### src/rtl/ooop_types.sv
// rtl/ooop_types.sv - shared out-of-order core widths and PRF read response type
package ooop_types;

  localparam int XLEN        = 32;
  localparam int PREG_W      = 6;
  localparam int N_PHYS_REGS = 64;
  localparam int ROB_W       = 5;
  localparam int RSP_ID_W    = 2;

  typedef logic [XLEN-1:0] xlen_t;

  typedef struct packed {
    logic                valid;
    logic [RSP_ID_W-1:0] id;
    logic [ROB_W-1:0]    tag;
    xlen_t               rs1_data;
    xlen_t               rs2_data;
  } prf_rd_rsp_t;

endpackage

### src/rtl/rr_pick.sv
// rtl/rr_pick.sv - combinational round-robin picker starting the scan at ptr
module rr_pick #(
  parameter int N = 3,
  localparam int IW = (N > 1) ? $clog2(N) : 1
) (
  input  logic [N-1:0]  req,
  input  logic [IW-1:0] ptr,
  output logic [N-1:0]  gnt_onehot,
  output logic [IW-1:0] gnt_idx,
  output logic          any
);

  int idx;

  // Walk offsets from farthest to nearest so the nearest hit to ptr wins.
  always_comb begin
    gnt_onehot = '0;
    gnt_idx    = '0;
    any        = |req;
    idx        = 0;
    for (int i = N - 1; i >= 0; i--) begin
      idx = int'(ptr) + i;
      if (idx >= N) idx = idx - N;
      if (req[idx]) begin
        gnt_onehot      = '0;
        gnt_onehot[idx] = 1'b1;
        gnt_idx         = IW'(idx);
      end
    end
  end

endmodule

### src/rtl/prf_read_sched.sv
// rtl/prf_read_sched.sv - shares the PRF read ports among issue requesters, one per cycle
module prf_read_sched
  import ooop_types::*;
#(
  parameter int N_REQ = 3,
  localparam int IW = (N_REQ > 1) ? $clog2(N_REQ) : 1
) (
  input  logic                    clk,
  input  logic                    rst,
  input  logic                    flush_i,
  input  logic                    recover_i,
  input  logic [N_REQ-1:0]        req_valid_i,
  input  logic [N_REQ*PREG_W-1:0] req_rs1_i,
  input  logic [N_REQ*PREG_W-1:0] req_rs2_i,
  input  logic [N_REQ*ROB_W-1:0]  req_tag_i,
  output logic [N_REQ-1:0]        req_ready_o,
  input  logic [N_PHYS_REGS-1:0]  prf_valid_i,
  output logic [PREG_W-1:0]       prf_raddr1_o,
  output logic [PREG_W-1:0]       prf_raddr2_o,
  input  xlen_t                   prf_rdata1_i,
  input  xlen_t                   prf_rdata2_i,
  output logic                    rsp_valid_o,
  input  logic                    rsp_ready_i,
  output logic [IW-1:0]           rsp_id_o,
  output logic [ROB_W-1:0]        rsp_tag_o,
  output xlen_t                   rsp_rs1_data_o,
  output xlen_t                   rsp_rs2_data_o
);

  logic [IW-1:0]    rr_ptr;
  logic [N_REQ-1:0] eligible;
  logic [N_REQ-1:0] gnt_onehot;
  logic [IW-1:0]    gnt_idx;
  logic             gnt_any;
  logic             slot_free;
  logic             grant_en;
  logic [IW-1:0]    addr_sel;

  // Preg 0 is the hardwired zero register and is always ready.
  function automatic logic preg_ok(input logic [PREG_W-1:0] p, input logic [N_PHYS_REGS-1:0] v);
    return (p == '0) || v[p];
  endfunction

  always_comb begin
    eligible = '0;
    for (int k = 0; k < N_REQ; k++) begin
      eligible[k] = req_valid_i[k]
                    && preg_ok(req_rs1_i[k*PREG_W +: PREG_W], prf_valid_i)
                    && preg_ok(req_rs2_i[k*PREG_W +: PREG_W], prf_valid_i);
    end
  end

  rr_pick #(.N(N_REQ)) u_rr_pick (
    .req        (eligible),
    .ptr        (rr_ptr),
    .gnt_onehot (gnt_onehot),
    .gnt_idx    (gnt_idx),
    .any        (gnt_any)
  );

  assign slot_free    = !rsp_valid_o || rsp_ready_i;
  assign grant_en     = slot_free && !flush_i && !recover_i && gnt_any;
  assign req_ready_o  = grant_en ? gnt_onehot : '0;
  assign addr_sel     = grant_en ? gnt_idx : rr_ptr;
  assign prf_raddr1_o = req_rs1_i[addr_sel*PREG_W +: PREG_W];
  assign prf_raddr2_o = req_rs2_i[addr_sel*PREG_W +: PREG_W];

  always_ff @(posedge clk or posedge rst) begin
    if (rst) begin
      rr_ptr         <= '0;
      rsp_valid_o    <= 1'b0;
      rsp_id_o       <= '0;
      rsp_tag_o      <= '0;
      rsp_rs1_data_o <= '0;
      rsp_rs2_data_o <= '0;
    end else if (flush_i || recover_i) begin
      rsp_valid_o <= 1'b0;
    end else if (grant_en) begin
      rsp_valid_o    <= 1'b1;
      rsp_id_o       <= gnt_idx;
      rsp_tag_o      <= req_tag_i[gnt_idx*ROB_W +: ROB_W];
      rsp_rs1_data_o <= prf_rdata1_i;
      rsp_rs2_data_o <= prf_rdata2_i;
      rr_ptr         <= (int'(gnt_idx) == N_REQ - 1) ? '0 : gnt_idx + 1'b1;
    end else if (rsp_ready_i) begin
      rsp_valid_o <= 1'b0;
    end
  end

endmodule
### config.mk
export PLATFORM = sky130hd
export DESIGN_NAME = prf_read_sched
export DESIGN_NICKNAME = d
export VERILOG_FILES = /design/src/rtl/ooop_types.sv /design/src/rtl/rr_pick.sv /design/src/rtl/prf_read_sched.sv
export SDC_FILE = /design/constraint.sdc
export NUM_CORES = 1
export LEC_CHECK = 0
export CAP_MARGIN = 20
export CORE_AREA = 2 2 148 107
export DETAILED_ROUTE_END_ITERATION = 8
export DIE_AREA = 0 0 150 109
export PLACE_DENSITY = 0.9
export SLEW_MARGIN = 30
export SYNTH_ARGS = -nofsm -noshare
export SYNTH_HDL_FRONTEND = slang
export SYNTH_SLANG_ARGS = --single-unit
### constraint.sdc
create_clock -name clk -period 4.8 [get_ports clk]
set_clock_uncertainty 0.05 [all_clocks]
set_input_delay 0.48 -clock clk [delete_from_list [all_inputs] [get_ports clk]]
set_output_delay 0.48 -clock clk [all_outputs]
set_load 0.01 [all_outputs]
==> flow_summary.ini, run 1 <==
[critical_path]
worstSetupStartpointType = primary input
worst-r2r-setup-slack_ns = 2.28
cp.required_ns = 4.27
arrival_ns = 4.19
path_class = in2out
crit_path_end_kind = primary output
crit_start = req_rs1_i[12]
crit_path_max_fanout = 16
timing.rr.start = rr_ptr[1]$_DFFE_PP0P_

[logic_synthesis]
synthMostInstantiatedCell = mux4_2
netlist_top_cells_area = mux4_2, dfrtp_1, mux2_2, mux2i_1, nand4_1
ys_ff_latch = 74
synth_mux_area_share_pct = 41.57
synth_compound_area_share_pct = 13.35
synth_area_sq_um = 7206
synth_edf_count = 0
synthArstFlopShare_pct = 100.0
synth_fa_ha_area_share_pct = 0.6946
syn-num-nets = 796
synth_seq_area_share_pct = 25.70
synth-xor-area-share_pct = 0
syn_area_per_cell_sq_um = 11.91
yosysWarningCount = 0
synth_top_family_by_area = multiplexers
synth_common_cells = mux4_2, dfrtp_1, mux2_2, nand2_1, nand4_1
synth_cell_type_count = 69
yosysTopAreaCell = mux4_2
syn_inst = 605
yosys.area.top_type_share_pct = 26.88
post_synth_and_or_nand_nor_area_fraction_pct = 12.55
ys.flop_type = dfrtp_1

[global_route]
grt_pass1_wl_mm = 40.97
grt_max_degree = 56
grtUsageTotal_pct = 34.08
antenna_found_initial = 0
grt_pass1_vias = 6871
overflow = 0

[power_and_ir_drop]
power_density_nw_per_um2 = 396.1
vdd_drop_max_uv = 322.4
p_leak_nw = 4.155
finalPower_mw = 4.214

[route]
dr.pass1.iters = 5
vias_per_cell = 6.700
routed_wl_mm = 27.89
post-route-drc-count = 0
ant_nets = 0
via_count = 7202
wl_per_cell_um = 25.94
drt_iter0_markers = 865

[status]
status = complete, no violations

[sta]
final.period_utilization_pct = 98.36
slew_headroom_pct = 47.29
worst_pin_slew_ns = 0.7896
setup_violations = 0
layout_min_cycle_time_ns = 4.721
max_freq_mhz = 211.8
slew_violations = 0
finalHoldViolCount = 0

[clock_network]
cts-root-buf = clkbuf_16
clkTransAtPathRegs_ns = 0.06
clock_path_buffers = 2
cts_tree = built
clkLatencyLatePin_ns = 0.34
htreeDepth = 3
numCtsBuffers = 9
clock-sinks = 74

[layout]
area_growth_pct = 47.65
nFillCells = 1014
antenna_cells = 0
fin_util_pct = 70.81
nets = 1061
fin_cells = 1075
drive_above_1_share_pct = 28.80

[min_path]
hold_class = reg2reg
min-delay-start = rsp_id_o[0]$_DFFE_PP0P_

[place]
dp_hpwl_mm = 21.71
gp_congestion = 1.038
port_buffers = 273
dp_cells = 1058

[run]
max_cap_violations = 0

[floorplanning]
core_area_sq_um = 15020
die_h_um = 109
dieArea_sq_um = 16350
fp.dieW_um = 150
start_util_pct = 47.96
io_pins = 274
num_rows = 38
-- layer usage --
| metal | global-route usage (%) | part of all wire (%) | vias to the layer above |
|---|---|---|---|
| met5 | 1.563 | 0 | - |
| met4 | 10.85 | 3.3 | 0 |
| met3 | 15.23 | 15 | 95 |
| met2 | 50.85 | 45 | 624 |
| met1 | 44.55 | 37 | 3515 |
| li1 | - | - | 2968 |
-- per-stage QoR --
| step | cell area [sq um] | hold WS, ns | setup TNS [ns] | worst slack (ns) |
|---|---|---|---|---|
| after CTS | 10600 | 0.4450 | 0 | 0.02873 |
| after global routing | 10640 | 0.4646 | -0.008211 | -0.004914 |
| after floorplan | 7206 | 0.4628 | 0 | 1.257 |
| after detailed placement | 10260 | 0.4275 | 0 | 0.03708 |
| final | 10640 | 0.4381 | 0 | 0.07855 |
| after global placement | 10260 | 0.4121 | 0 | 0.06015 |
-- logic make-up (layout without fill, tap and decap cells) --
group,Yosys count,count (layout)
adder cells (fa/ha/maj),4,4
AND/OR/NAND/NOR,162,162
flip-flops,74,74
buffers and inverters,78,348
AO/OA/AOI/OAI,104,104
multiplexers,183,183
-- final cells by class --
class                   instances  area, sq um  share of cell area (%)
clock buffers                  10        239.0                   2.246
clock inverters                 6        97.59                  0.9173
flip-flops and latches         74         1852                   17.41
multi-input cells             453         4937                   46.41
inverters                      14        52.55                  0.4939
well taps                     200        250.2                   2.352
repair buffers                318         3211                   30.18
-- layout by cell type (no fill, tap or decap), drive strengths merged, types with 13 or more instances in the layout --
cell,n
nand4,29
buf,45
inv,16
mux2i,27
nor2,26
dfrtp,74
clkdlybuf4s50,267
mux2,70
nor2b,15
nand2,34
a22oi,13
mux4,86
-- state kept, by name, indices dropped and copies added (netlist names) --
register and count:
rsp_id_o 2, rsp_rs2_data_o 32, rsp_valid_o 1, rr_ptr 2, rsp_tag_o 5, rsp_rs1_data_o 32
-- worst max-delay path, cell delays in order --
cell and delay (ns):
clkdlybuf4s50_1 0.50, buf_12 0.19, mux4_2 0.52, mux2i_2 0.24
buf_4 0.16, a22oi_1 0.08, and4_1 0.27, o32a_4 0.25
o31ai_4 0.20, buf_4 0.18, a22o_4 0.24, nand4_1 0.14
o211ai_2 0.15, clkdlybuf4s50_1 0.58
-- what timing repair did --
item	4_1_cts	5_1_grt
gates resized for setup	0	9
setup endpoints to repair	0	14
hold buffers	0	0
buffers inserted	0	1
-- power breakdown --
| part | total (mW) | switching (mW) | internal [mW] |
|---|---|---|---|
| Clock | 0.749 | 0.272 | 0.476 |
| Combinational | 2.41 | 1.10 | 1.31 |
| Sequential | 1.06 | 0.155 | 0.901 |
| Total | 4.21 | 1.52 | 2.69 |
-- worst paths after layout --
| check | endpoint | cells past startpoint |
|---|---|---|
| hold reg to reg | rsp_id_o[0]$_DFFE_PP0P_ | 2 |
| min in group asynchronous | rsp_rs1_data_o[24]$_DFFE_PP0P_ | 2 |
| setup reg to reg | rsp_tag_o[3]$_DFFE_PP0P_ | 8 |
| hold / removal | rsp_id_o[0]$_DFFE_PP0P_ | 2 |
| max in group asynchronous | rsp_rs2_data_o[0]$_DFFE_PP0P_ | 3 |
| setup / recovery | prf_raddr2_o[3] | 14 |
Note: power is estimated with default switching activity, not from simulation.
==> run 2: changes to the inputs <==
--- a/config.mk
+++ b/config.mk
@@ -6,10 +6,10 @@
 export NUM_CORES = 1
 export LEC_CHECK = 0
 export CAP_MARGIN = 20
-export CORE_AREA = 2 2 148 107
+export CORE_AREA = 2 2 125 127
 export DETAILED_ROUTE_END_ITERATION = 8
-export DIE_AREA = 0 0 150 109
-export PLACE_DENSITY = 0.9
+export DIE_AREA = 0 0 127 129
+export PLACE_DENSITY = 0.89
 export SLEW_MARGIN = 30
 export SYNTH_ARGS = -nofsm -noshare
 export SYNTH_HDL_FRONTEND = slang
==> run 2 against run 1 <==
  * Cell count grew 0.19%
  * First-iteration DRC count is 11% lower
  * Via count rose by 0.22%
  * Setup slack better by 0.030 ns
  * Wire length fell by 1.2%
  * Highest routed layer unchanged
  * Critical endpoint is now prf_raddr1_o[3]
  * Register-to-register slack worse by 0.11 ns
==> flow_summary.ini, run 2 (synthesis results as in run 1) <==
[clock_network]
cts-root-buf = clkbuf_16
numCtsBuffers = 9
clkLatencyLatePin_ns = 0.32
cts_tree = built
clkTransAtPathRegs_ns = 0.06
htreeDepth = 3
ctsHoldBuffers = 0
clock-sinks = 74
clock_path_buffers = 2

[route]
via_count = 7218
routed_wl_mm = 27.54
dr.pass1.iters = 5
drt_iter0_markers = 773
post-route-drc-count = 0
ant_nets = 0
wl_per_cell_um = 25.57
vias_per_cell = 6.702

[sta]
setup_violations = 0
final.period_utilization_pct = 97.73
fin_hold_ws_ns = 0.4297
slew_violations = 0
finalHoldViolCount = 0
slew_headroom_pct = 58.23
worst_pin_slew_ns = 0.6265
max_freq_mhz = 213.2
layout_min_cycle_time_ns = 4.691

[critical_path]
critical_path.max_stage_delay_ns = 0.68
worstSetupStartpointType = primary input
cp.required_ns = 4.27
path_cells = clkdlybuf4s50_1 -> buf_4 -> mux4_2 -> a22oi_1 -> nand4_1 -> a211oi_4 -> o41ai_1 -> buf_4 -> a211oi_4 -> buf_4 -> a22oi_2 -> buf_12 -> nand4_1 -> o211ai_2 -> clkdlybuf4s50_1
path_common_cell = buf_4
crit_path_max_fanout = 11
arrival_ns = 4.16
critPathTopFamily = buffers and inverters
crit_path_end_kind = primary output
path_buf_inv = 6
path_class = in2out
cp_slowest_cell = clkdlybuf4s50_1

[floorplanning]
io_pins = 274
start_util_pct = 48.11
core_area_sq_um = 14980
dieArea_sq_um = 16380
die_h_um = 129
fp.dieW_um = 127
num_rows = 45

[layout]
fin_util_pct = 71.55
nets = 1075
final_cell_mix = clkdlybuf4s50_1, mux4_2, dfrtp_1
nFillCells = 1022
seqCellArea_sq_um = 1852
area_growth_pct = 48.71
antenna_cells = 0
drive_above_1_share_pct = 29.70
multi_input_area_sq_um = 4947
reg.largest.list = rsp_rs1_data_o x32, rsp_rs2_data_o x32, rsp_tag_o x5
layout_commonest_cell = clkdlybuf4s50_1

[global_route]
grt_max_degree = 50
grt_pass1_vias = 6982
grt_pass1_wl_mm = 40.96
antenna_found_initial = 0
grtUsageTotal_pct = 32.97
overflow = 0

[place]
gp_congestion = 1.023
port_buffers = 273
dp_hpwl_mm = 21.06

[power_and_ir_drop]
p_leak_nw = 4.223
vdd_drop_max_uv = 228.4
power_density_nw_per_um2 = 396.7

[status]
status = complete, no violations

[min_path]
hold_class = in2async

[run]
max_cap_violations = 0
run 2: cell count changes in the layout (fill, tap and decap cells not counted), sizes merged:
cell	before	now
clkbuf	10	11
inv	16	13
clkinvlp	0	1
buf	45	58
a22oi	13	14
clkinv	2	3
run 2: worst paths after layout:
check,startpoint,end,slack (ns),depth (start not counted)
worst min-delay path,rst,rsp_rs1_data_o[25]$_DFFE_PP0P_,0.43,2
max in group asynchronous,rst,rsp_rs1_data_o[16]$_DFFE_PP0P_,3.29,3
worst max register to register,rr_ptr[1]$_DFFE_PP0P_,rsp_tag_o[2]$_DFFE_PP0P_,2.17,11
worst min register to register,rsp_tag_o[4]$_DFFE_PP0P_,rsp_tag_o[4]$_DFFE_PP0P_,0.43,2
min in group clk,rsp_tag_o[4]$_DFFE_PP0P_,rsp_tag_o[4]$_DFFE_PP0P_,0.43,2
worst max-delay path,req_rs1_i[1],prf_raddr1_o[3],0.11,15
run 2: final cells by class:
| type | count | area share (%) |
|---|---|---|
| clock buffers | 11 | 2.265 |
| inverters | 14 | 0.5021 |
| multi-input cells | 454 | 46.17 |
| repair buffers | 331 | 30.86 |
| clock inverters | 5 | 0.7240 |
| well taps | 188 | 2.195 |
| flip-flops and latches | 74 | 17.28 |
run 2: stage by stage:
stage | instances | setup slack (ns) | cell area, sq um | TNS, ns | power (mW)
floorplan | 605 | 1.257 | 7206 | 0 | 2.231
global placement | 1055 | 0.08641 | 10280 | 0 | 3.399
detailed placement | 1055 | 0.06745 | 10280 | 0 | 3.467
CTS | 1071 | 0.05314 | 10600 | 0 | 4.203
global route | 1077 | -0.009482 | 10720 | -0.01896 | 4.439
finish | 1077 | 0.1089 | 10720 | 0 | 4.250
run 2: layer usage:
| layer | vias up | global-route usage (%) | wire length, um |
|---|---|---|---|
| met1 | 3465 | 39.47 | 9262 |
| met3 | 121 | 7.318 | 3393 |
| met4 | 0 | 15.51 | 1617 |
| met5 | - | 0 | 0 |
| met2 | 636 | 56.99 | 13270 |
| li1 | 2996 | - | - |
run 2: timing repair:
| item | CTS | global route |
|---|---|---|
| endpoints found under the setup margin | 0 | 14 |
| buffers inserted | 0 | 5 |
| endpoints found under the hold margin | 0 | 0 |
| gates resized for setup | 0 | 12 |
run 2: power by group:
part / total, mW / switching [mW] / internal [mW]
registers: 1.07 / 0.166 / 0.901
logic: 2.47 / 1.12 / 1.36
clock network: 0.711 / 0.244 / 0.467
total: 4.25 / 1.52 / 2.73
run 2: worst reg2reg max path, stage by stage, from the launching register on:
cell and delay [ns]:
dfrtp_1 0.55, inv_1 0.11, ha_1 0.36, and2_1 0.29
a21oi_1 0.16, o41ai_1 0.08, buf_4 0.16, a211oi_4 0.25
buf_4 0.22, inv_1 0.10, nor2_1 0.11, o31ai_1 0.07
